### src/rtl/sll_iter.sv
// ============================================================================
// sll_iter : iterative 64-bit shift-left unit, one log-stage per clock.
//            Optional rotate-left mode when SLL_ITER_ROTATE_EN is defined.
// Revision : 1.0  initial release
// ============================================================================
`default_nettype none

module sll_iter (
  input  logic        clk,
  input  logic        rst_n,
  input  logic        in_valid,
  output logic        in_ready,
  input  logic [63:0] a,
  input  logic [5:0]  shamt,
`ifdef SLL_ITER_ROTATE_EN
  input  logic        rot,
`endif
  output logic        out_valid,
  input  logic        out_ready,
  output logic [63:0] y,
  output logic        busy
);

  typedef enum logic [1:0] {
    IDLE  = 2'd0,
    SHIFT = 2'd1,
    DONE  = 2'd2
  } state_t;

  localparam logic [2:0] LAST_STAGE = 3'd5;

  state_t      state;
  state_t      state_nxt;
  logic [63:0] data;
  logic [63:0] stage_val;
  logic [5:0]  amt;
  logic [2:0]  cnt;
  logic [5:0]  step;

  assign step = 6'd1 << cnt;

`ifdef SLL_ITER_ROTATE_EN
  logic rot_q;

  always_comb begin
    stage_val = data << step;
    if (rot_q) begin
      stage_val = (data << step) | (data >> (7'd64 - {1'b0, step}));
    end
  end
`else
  always_comb begin
    stage_val = data << step;
  end
`endif

  always_comb begin
    state_nxt = state;
    in_ready  = 1'b0;
    out_valid = 1'b0;
    busy      = 1'b1;
    case (state)
      IDLE: begin
        in_ready = 1'b1;
        busy     = 1'b0;
        if (in_valid) state_nxt = SHIFT;
      end
      SHIFT: begin
        if (cnt == LAST_STAGE) state_nxt = DONE;
      end
      DONE: begin
        out_valid = 1'b1;
        if (out_ready) state_nxt = IDLE;
      end
      default: begin
        state_nxt = IDLE;
      end
    endcase
  end

  assign y = data;

  always_ff @(posedge clk or negedge rst_n) begin
    if (!rst_n) begin
      state <= IDLE;
      data  <= 64'd0;
      amt   <= 6'd0;
      cnt   <= 3'd0;
    end else begin
      state <= state_nxt;
      case (state)
        IDLE: begin
          if (in_valid) begin
            data <= a;
            amt  <= shamt;
            cnt  <= 3'd0;
          end
        end
        SHIFT: begin
          // Stage k moves the word by 2^k only when bit k of the amount is set.
          if (amt[cnt]) data <= stage_val;
          cnt <= cnt + 3'd1;
        end
        default: begin
        end
      endcase
    end
  end

`ifdef SLL_ITER_ROTATE_EN
  always_ff @(posedge clk or negedge rst_n) begin
    if (!rst_n) begin
      rot_q <= 1'b0;
    end else if (state == IDLE && in_valid) begin
      rot_q <= rot;
    end
  end
`endif

endmodule

`default_nettype wire

### config.mk
export PLATFORM = sky130hd
export DESIGN_NAME = sll_iter
export DESIGN_NICKNAME = d
export VERILOG_FILES = /design/src/rtl/sll_iter.sv
export SDC_FILE = /design/constraint.sdc
export NUM_CORES = 1
export LEC_CHECK = 0
export BUFFER_PORTS_ARGS = -buffer_cell sky130_fd_sc_hd__buf_2
export CAP_MARGIN = 10
export CORE_MARGIN = 2
export CORE_UTILIZATION = 23
export CTS_CLUSTER_SIZE = 12
export DETAILED_ROUTE_END_ITERATION = 6
export MAX_ROUTING_LAYER = met4
export REMOVE_ABC_BUFFERS = 1
export SKIP_LAST_GASP = 1
export SLEW_MARGIN = 20
export SYNTH_ARGS = -nofsm -noshare
export SYNTH_HDL_FRONTEND = slang
export SYNTH_SLANG_ARGS = --single-unit
### constraint.sdc
create_clock -name clk -period 4.85 [get_ports clk]
set_input_delay 0 -clock clk [delete_from_list [all_inputs] [get_ports clk]]
set_output_delay 0 -clock clk [all_outputs]
set_load 0.005 [all_outputs]
==> metrics.csv, run 1 <==
stage;metric;value;unit
placement;GP Congestion;1.01;
yosys;Synth cell types;88;
finish;Multi-input gate area;6340;um^2
detailed_routing;total routed wirelength;52400;um
sta;crit path time final;3880;ps
detailed_routing;# DRC;2;
run_status;status;finished with violations;
placement;hpwl dp;38500;um
floorplanning;die footprint;40300;um^2
detailed_routing;DRT Pass-1 Iters;7;
sta;final setup fails;0;
setup_path;FF-to-FF path depth;8;
detailed_routing;Final ANT Viol Nets;0;
min_path;startpoint of the worst hold path;a[59];
setup_path;Crit path buffers/inverters;1;
global_routing;vias in the first global route;10400;
setup_path;startpoint type of the worst setup path;register;
yosys;Synthesis Warnings;0;
job;total of max-cap violations;0;
clock_tree;Worst-path clk slew;80;ps
finish;Nets;1298;
yosys;Post-synth ARST share;100;%
clock_tree;CTS root buffer;clkbuf_16;
sta;hold slack;-9.69;ps
detailed_routing;wire length per cell;30.0;um
setup_path;CP top delay family;compound AO/OA/AOI/OAI gates;
finish;Sequential Area;1880;um^2
yosys;Avg Cell Area, Syn;8.17;um^2
sta;RSZ-0062 raised after global routing;false;
yosys;Synth Instances;1090;
sta;Slew headroom;23.1;%
sta;Final Cycle Share;80.1;%
sta;Pins Over Slew Limit;0;
sta;Tightest Pin Transition;1140;ps
clock_tree;H-tree Lvls;3;
finish;area growth from synthesis to layout;21.7;%
setup_path;Crit path arrival time;4150;ps
yosys;register bit total from synthesis;75;
floorplanning;Initial Utilization;23.2;%
setup_path;crit path capture type;register;
finish;Finished Layout Cells;1745;
floorplanning;Die X;201;um
clock_tree;Max Buffers Root-to-Sink;2;
setup_path;critical path fanouts, max;20;
yosys;Post-Syn Area;8910;um^2
finish;final core occ;28.2;%
setup_path;r2r setup slk;970;ps
clock_tree;CTS tree;yes;
placement;dpl cells;1682;
setup_path;Largest stage delay, worst path;790;ps
detailed_routing;DRT iter0 DRCs;1770;
setup_path;reg2reg start;cnt[0];
detailed_routing;vias per std cell;6.26;
sta;fmax;257;MHz
setup_path;reg2reg end;y[24];
yosys;Post-synth top flop;dfrtp_1;
global_routing;first-pass GRT wire length;75500;um
sta;setup TNS;0;ps
yosys;register area share after synthesis;21.1;%
floorplanning;I/O pin count;141;
yosys;number of synthesized flops with an enable pin;0;
detailed_routing;via count;10900;
floorplanning;Die Y;201;um
clock_tree;CTS buffer count;9;
global_routing;largest net degree at the start of global routing;59;
placement;IO Port Bufs;140;
sta;clock skew;16.8;ps
clock_tree;Clk Latency, worst-skew pair;380;ps
min_path;hold path depth;3;
setup_path;worst path cell trace;inv_1 > ha_1 > or3b_1 > a211oi_1 > nor4_2 > a21oi_1 > mux2i_1 > a221o_1;
setup_path;Critical-path top delay cell;or3b_1;
setup_path;CP required;5110;ps
setup_path;Crit Path Class;reg -> reg;
floorplanning;Core Rows;72;
floorplanning;core area;38500;um^2
global_routing;total gr overflow;0;
min_path;Hold Crit Endpoint;y[59];
clock_tree;Sink Count;75;
finish;ratio of cells with drive above 1 in the final layout;24.3;%
min_path;worst hold path type;in -> reg;
global_routing;global-route usage over all layers;26.1;%
global_routing;initial antenna violation count;2;
run_status;failing checks;design-rule violations, negative hold slack;
finish;Fillers;4221;
sta;Fin. Hold Viols;1;
## flip-flops by register name, summed over array words and instances (netlist names)
register / count
y: 64
cnt: 3
state: 2
amt: 6
## metal layers
layer	share of wire, %	global-route usage, %	up-vias
met3	10	4.71	186
met2	43	37.8	850
met4	6.6	14.7	0
li1	-	-	4533
met1	41	34.0	5354
met5	0	-	-
## worst reg2reg max path: stages, from the launching register on
cell and delay [ps]:
dfrtp_1 460, inv_1 190, ha_1 750, or3b_1 810, a211oi_1 380, nor4_2 130
a21oi_1 440, mux2i_1 260, a221o_1 360
## per-stage QoR
step	instance area (um^2)	worst slack, ps
2_1_floorplan	8250	-1140
3_3_place_gp	10000	1080
3_5_place_dp	10000	1070
4_1_cts	10800	1080
5_1_grt	10800	876
6_report	10800	966
## cells in the mapped netlist (21+ instances only)
master	instances	area, um^2
a211oi_1	39	293
a21oi_1	62	310
a221oi_1	28	245
buf_2	44	220
clkbuf_1	50	188
dfrtp_1	75	1880
mux2_2	27	304
mux2i_1	67	671
mux4_2	21	473
nand2_1	80	300
nand3_1	23	115
nor2_1	103	387
o21ai_0	64	320
o22ai_1	25	156
## layout by cell type, fill, tap and decap left out, drive strengths merged, types with 10 or more instances in the layout
cell type	synthesis	layout
a211o	10	10
a211oi	41	41
a21o	11	11
a21oi	62	62
a221oi	30	30
a22oi	16	16
a2bb2oi	15	15
a31oi	10	10
and3	13	13
and3b	17	17
buf	72	196
dfrtp	75	75
dlygate4sd3	0	44
inv	14	16
mux2	27	27
mux2i	67	67
mux4	21	21
nand2	81	81
nand2b	11	11
nand3	23	23
nor2	105	105
nor2b	11	11
nor3	16	16
nor3b	13	13
nor4	11	11
o211ai	17	17
o21a	10	10
o21ai	68	68
o221ai	16	16
o22a	10	10
o22ai	25	25
## worst max path at each step
stage                 from  endpoint  slack [ps]  cells after the start
finish              cnt[0]     y[24]         970                      8
global route        cnt[1]     y[27]         880                      9
CTS                 cnt[0]     y[24]        1080                      8
detailed placement  cnt[0]     y[24]        1070                      8
global placement    cnt[0]     y[24]        1080                      8
floorplan           cnt[0]     y[58]       -1140                      8
## final cells by class
type | count | area share (%)
Antenna cell | 3 | 0.0692
Clock buffer | 9 | 2.08
Clock inverter | 7 | 1.14
Sequential cell | 75 | 17.3
Timing Repair Buffer | 240 | 14.4
Inverter | 16 | 0.554
Multi-Input combinational cell | 877 | 58.4
Tap cell | 518 | 5.98
## cells by family after synthesis
| group | share of synthesized area, % |
|---|---|
| buf+inv | 8.12 |
| simple gates | 19.7 |
| flops | 21.1 |
| compound gates | 34.2 |
| mux | 16.2 |
| fa+ha+maj | 0.702 |
## repair_timing
item	CTS	global route
gates resized for setup	0	0
hold endpoints to repair	60	0
setup buffers	0	0
hold buffers	44	0
Power of run 1 is not shown: default switching activity piles up to over one toggle a cycle in this logic, so the estimate is an artifact.
==> run 2, diff against run 1 <==
Clock period 4.85 ns to 3.5 ns, I/O delays scaled along.
==> metrics.csv, run 2 (synthesis gave the netlist of run 1 again) <==
stage;metric;value;unit;change
clock_tree;Sink Count;75;;unchanged
setup_path;startpoint type of the worst setup path;register;;unchanged
floorplanning;Die Y;201;um;unchanged
floorplanning;die footprint;40300;um^2;unchanged
job;total of max-cap violations;0;;unchanged
global_routing;met2 Use GR;38.3;%;was 37.8%
global_routing;global-route usage over all layers;25.9;%;was 26.1%
setup_path;Largest stage delay, worst path;720;ps;was 790 ps
finish;max reg flops;64;;unchanged
min_path;worst hold path type;in -> reg;;unchanged
finish;commonest non-fill, non-tap cell in the layout;buf_2;;unchanged
placement;dpl cells;1716;;was 1,682
clock_tree;CTS buffer count;9;;unchanged
setup_path;Crit Path Class;reg -> reg;;unchanged
global_routing;initial antenna violation count;2;;unchanged
setup_path;CP startpoint;cnt[1];;was cnt[0]
run_status;failing checks;design-rule violations, negative hold slack;;unchanged
detailed_routing;vias per std cell;6.20;;was 6.26
run_status;status;finished with violations;;unchanged
detailed_routing;DRT iter0 DRCs;1862;;was 1,770
placement;IO Port Bufs;140;;unchanged
global_routing;vias in the first global route;10500;;was 10,400
finish;Finished Layout Cells;1771;;was 1,745
setup_path;CP top delay family;simple AND/OR/NAND/NOR gates;;was compound AO/OA/AOI/OAI gates
sta;Final Cycle Share;98.5;%;was 80.1%
sta;Tightest Pin Transition;915;ps;was 1140 ps
finish;ratio of cells with drive above 1 in the final layout;26.3;%;was 24.3%
global_routing;GR Util met3;4.76;%;was 4.71%
sta;Fin. Hold Viols;1;;unchanged
placement;GP Congestion;1.03;;was 1.01
sta;Pins Over Slew Limit;0;;unchanged
sta;clock skew;22.0;ps;was 16.8 ps
setup_path;critical path fanouts, max;17;;was 20
setup_path;Crit path buffers/inverters;1;;unchanged
sta;RSZ-0062 raised after global routing;false;;unchanged
placement;hpwl dp;38900;um;was 38,500 um
finish;final core occ;28.7;%;was 28.2%
sta;crit path time final;3450;ps;was 3880 ps
global_routing;largest net degree at the start of global routing;62;;was 59
min_path;startpoint of the worst hold path;a[59];;unchanged
detailed_routing;# DRC;2;;unchanged
sta;setup TNS;0;ps;unchanged
placement;Area after DPL;10400;um^2;was 10,000 um^2
setup_path;Crit path arrival time;3730;ps;was 4150 ps
clock_tree;H-tree Lvls;3;;unchanged
clock_tree;CTS tree;yes;;unchanged
global_routing;most used routing layer in global routing;met2;;unchanged
clock_tree;Clk Latency, worst-skew pair;380;ps;about the same
global_routing;grt met1 use;33.9;%;was 34.0%
finish;Design Area, Final;11000;um^2;was 10,800 um^2
sta;fmax;290;MHz;was 257 MHz
detailed_routing;Final ANT Viol Nets;0;;unchanged
finish;most frequent cells in the layout;buf_2, nor2_1, buf_4, nand2_1, dfrtp_1;;was buf_2, nor2_1, nand2_1, dfrtp_1, mux2i_1
finish;Nets;1325;;was 1,298
floorplanning;I/O pin count;141;;unchanged
setup_path;CP required;3790;ps;was 5110 ps
floorplanning;core area;38500;um^2;unchanged
global_routing;total gr overflow;0;;unchanged
floorplanning;Initial Utilization;23.2;%;unchanged
floorplanning;Core Rows;72;;unchanged
detailed_routing;wire length per cell;29.4;um;was 30.0 um
detailed_routing;via count;11000;;was 10,900
clock_tree;Worst-path clk slew;80;ps;about the same
setup_path;crit path capture type;register;;unchanged
detailed_routing;DRT Pass-1 Iters;7;;unchanged
setup_path;Critical-path top delay cell;nor4_1;;was or3b_1
clock_tree;CTS root buffer;clkbuf_16;;unchanged
setup_path;reg2reg start;cnt[1];;was cnt[0]
sta;Slew headroom;38.4;%;was 23.1%
detailed_routing;total routed wirelength;52100;um;was 52,400 um
clock_tree;Max Buffers Root-to-Sink;2;;unchanged
setup_path;worst path cell trace;inv_1 > ha_2 > or3b_1 > nor2_1 > nor4_1 > mux4_2 > nand2_1 > a41oi_1;;was inv_1 > ha_1 > or3b_1 > a211oi_1 > nor4_2 > a21oi_1 > mux2i_1 > a221o_1
global_routing;first-pass GRT wire length;75100;um;was 75,500 um
sta;hold slack;-4.46;ps;was -9.69 ps
floorplanning;Die X;201;um;unchanged
sta;final setup fails;0;;unchanged
finish;area growth from synthesis to layout;23.8;%;was 21.7%
==> run 2: routing by layer <==
layer,up-vias,share of wire [%]
met5,-,0
met4,0,5.5
met3,177,11
met2,898,44
met1,5300,40
li1,4600,-
==> run 2: worst register-to-register path: stages, from the launching register on <==
cell and delay, ps:
dfrtp_1 430, inv_1 160, ha_2 460, or3b_1 630
nor2_1 110, nor4_1 720, mux4_2 490, nand2_1 120
a41oi_1 250
==> run 2: metrics by stage <==
step | hold slack (ps) | setup WS, ps
4_1_cts | 0.474 | 171
6_report | -4.46 | 51.8
3_3_place_gp | 133 | 161
2_1_floorplan | -296 | -2490
5_1_grt | 15.8 | 42.0
3_5_place_dp | 132 | 174
==> run 2: worst paths after layout <==
path	endpoint	depth (start not counted)	slack, ps
min reg2reg	amt[2]	1	510
max in group asynchronous	cnt[2]	3	2370
min	y[59]	3	-4
max	y[59]	8	50
max reg2reg	y[59]	8	50
min in group asynchronous	y[63]	2	250
==> run 2: what timing repair did <==
| item | CTS | global route |
|---|---|---|
| endpoints found under the hold margin | 86 | 0 |
| hold buffers | 37 | 0 |
| buffers inserted | 0 | 0 |
| resized for setup | 0 | 0 |
==> run 2: final cells by class <==
class                   count  area (um^2)
diodes                      2         5.00
clock buffers              11          243
clock inverters             5         37.5
fillers                  4197        27400
inverters                  16         60.1
multi-input cells         877         6340
flip-flops and latches     75         1880
well taps                 518          648
repair buffers            267         1820
Power of run 2 is left out for the same reason.
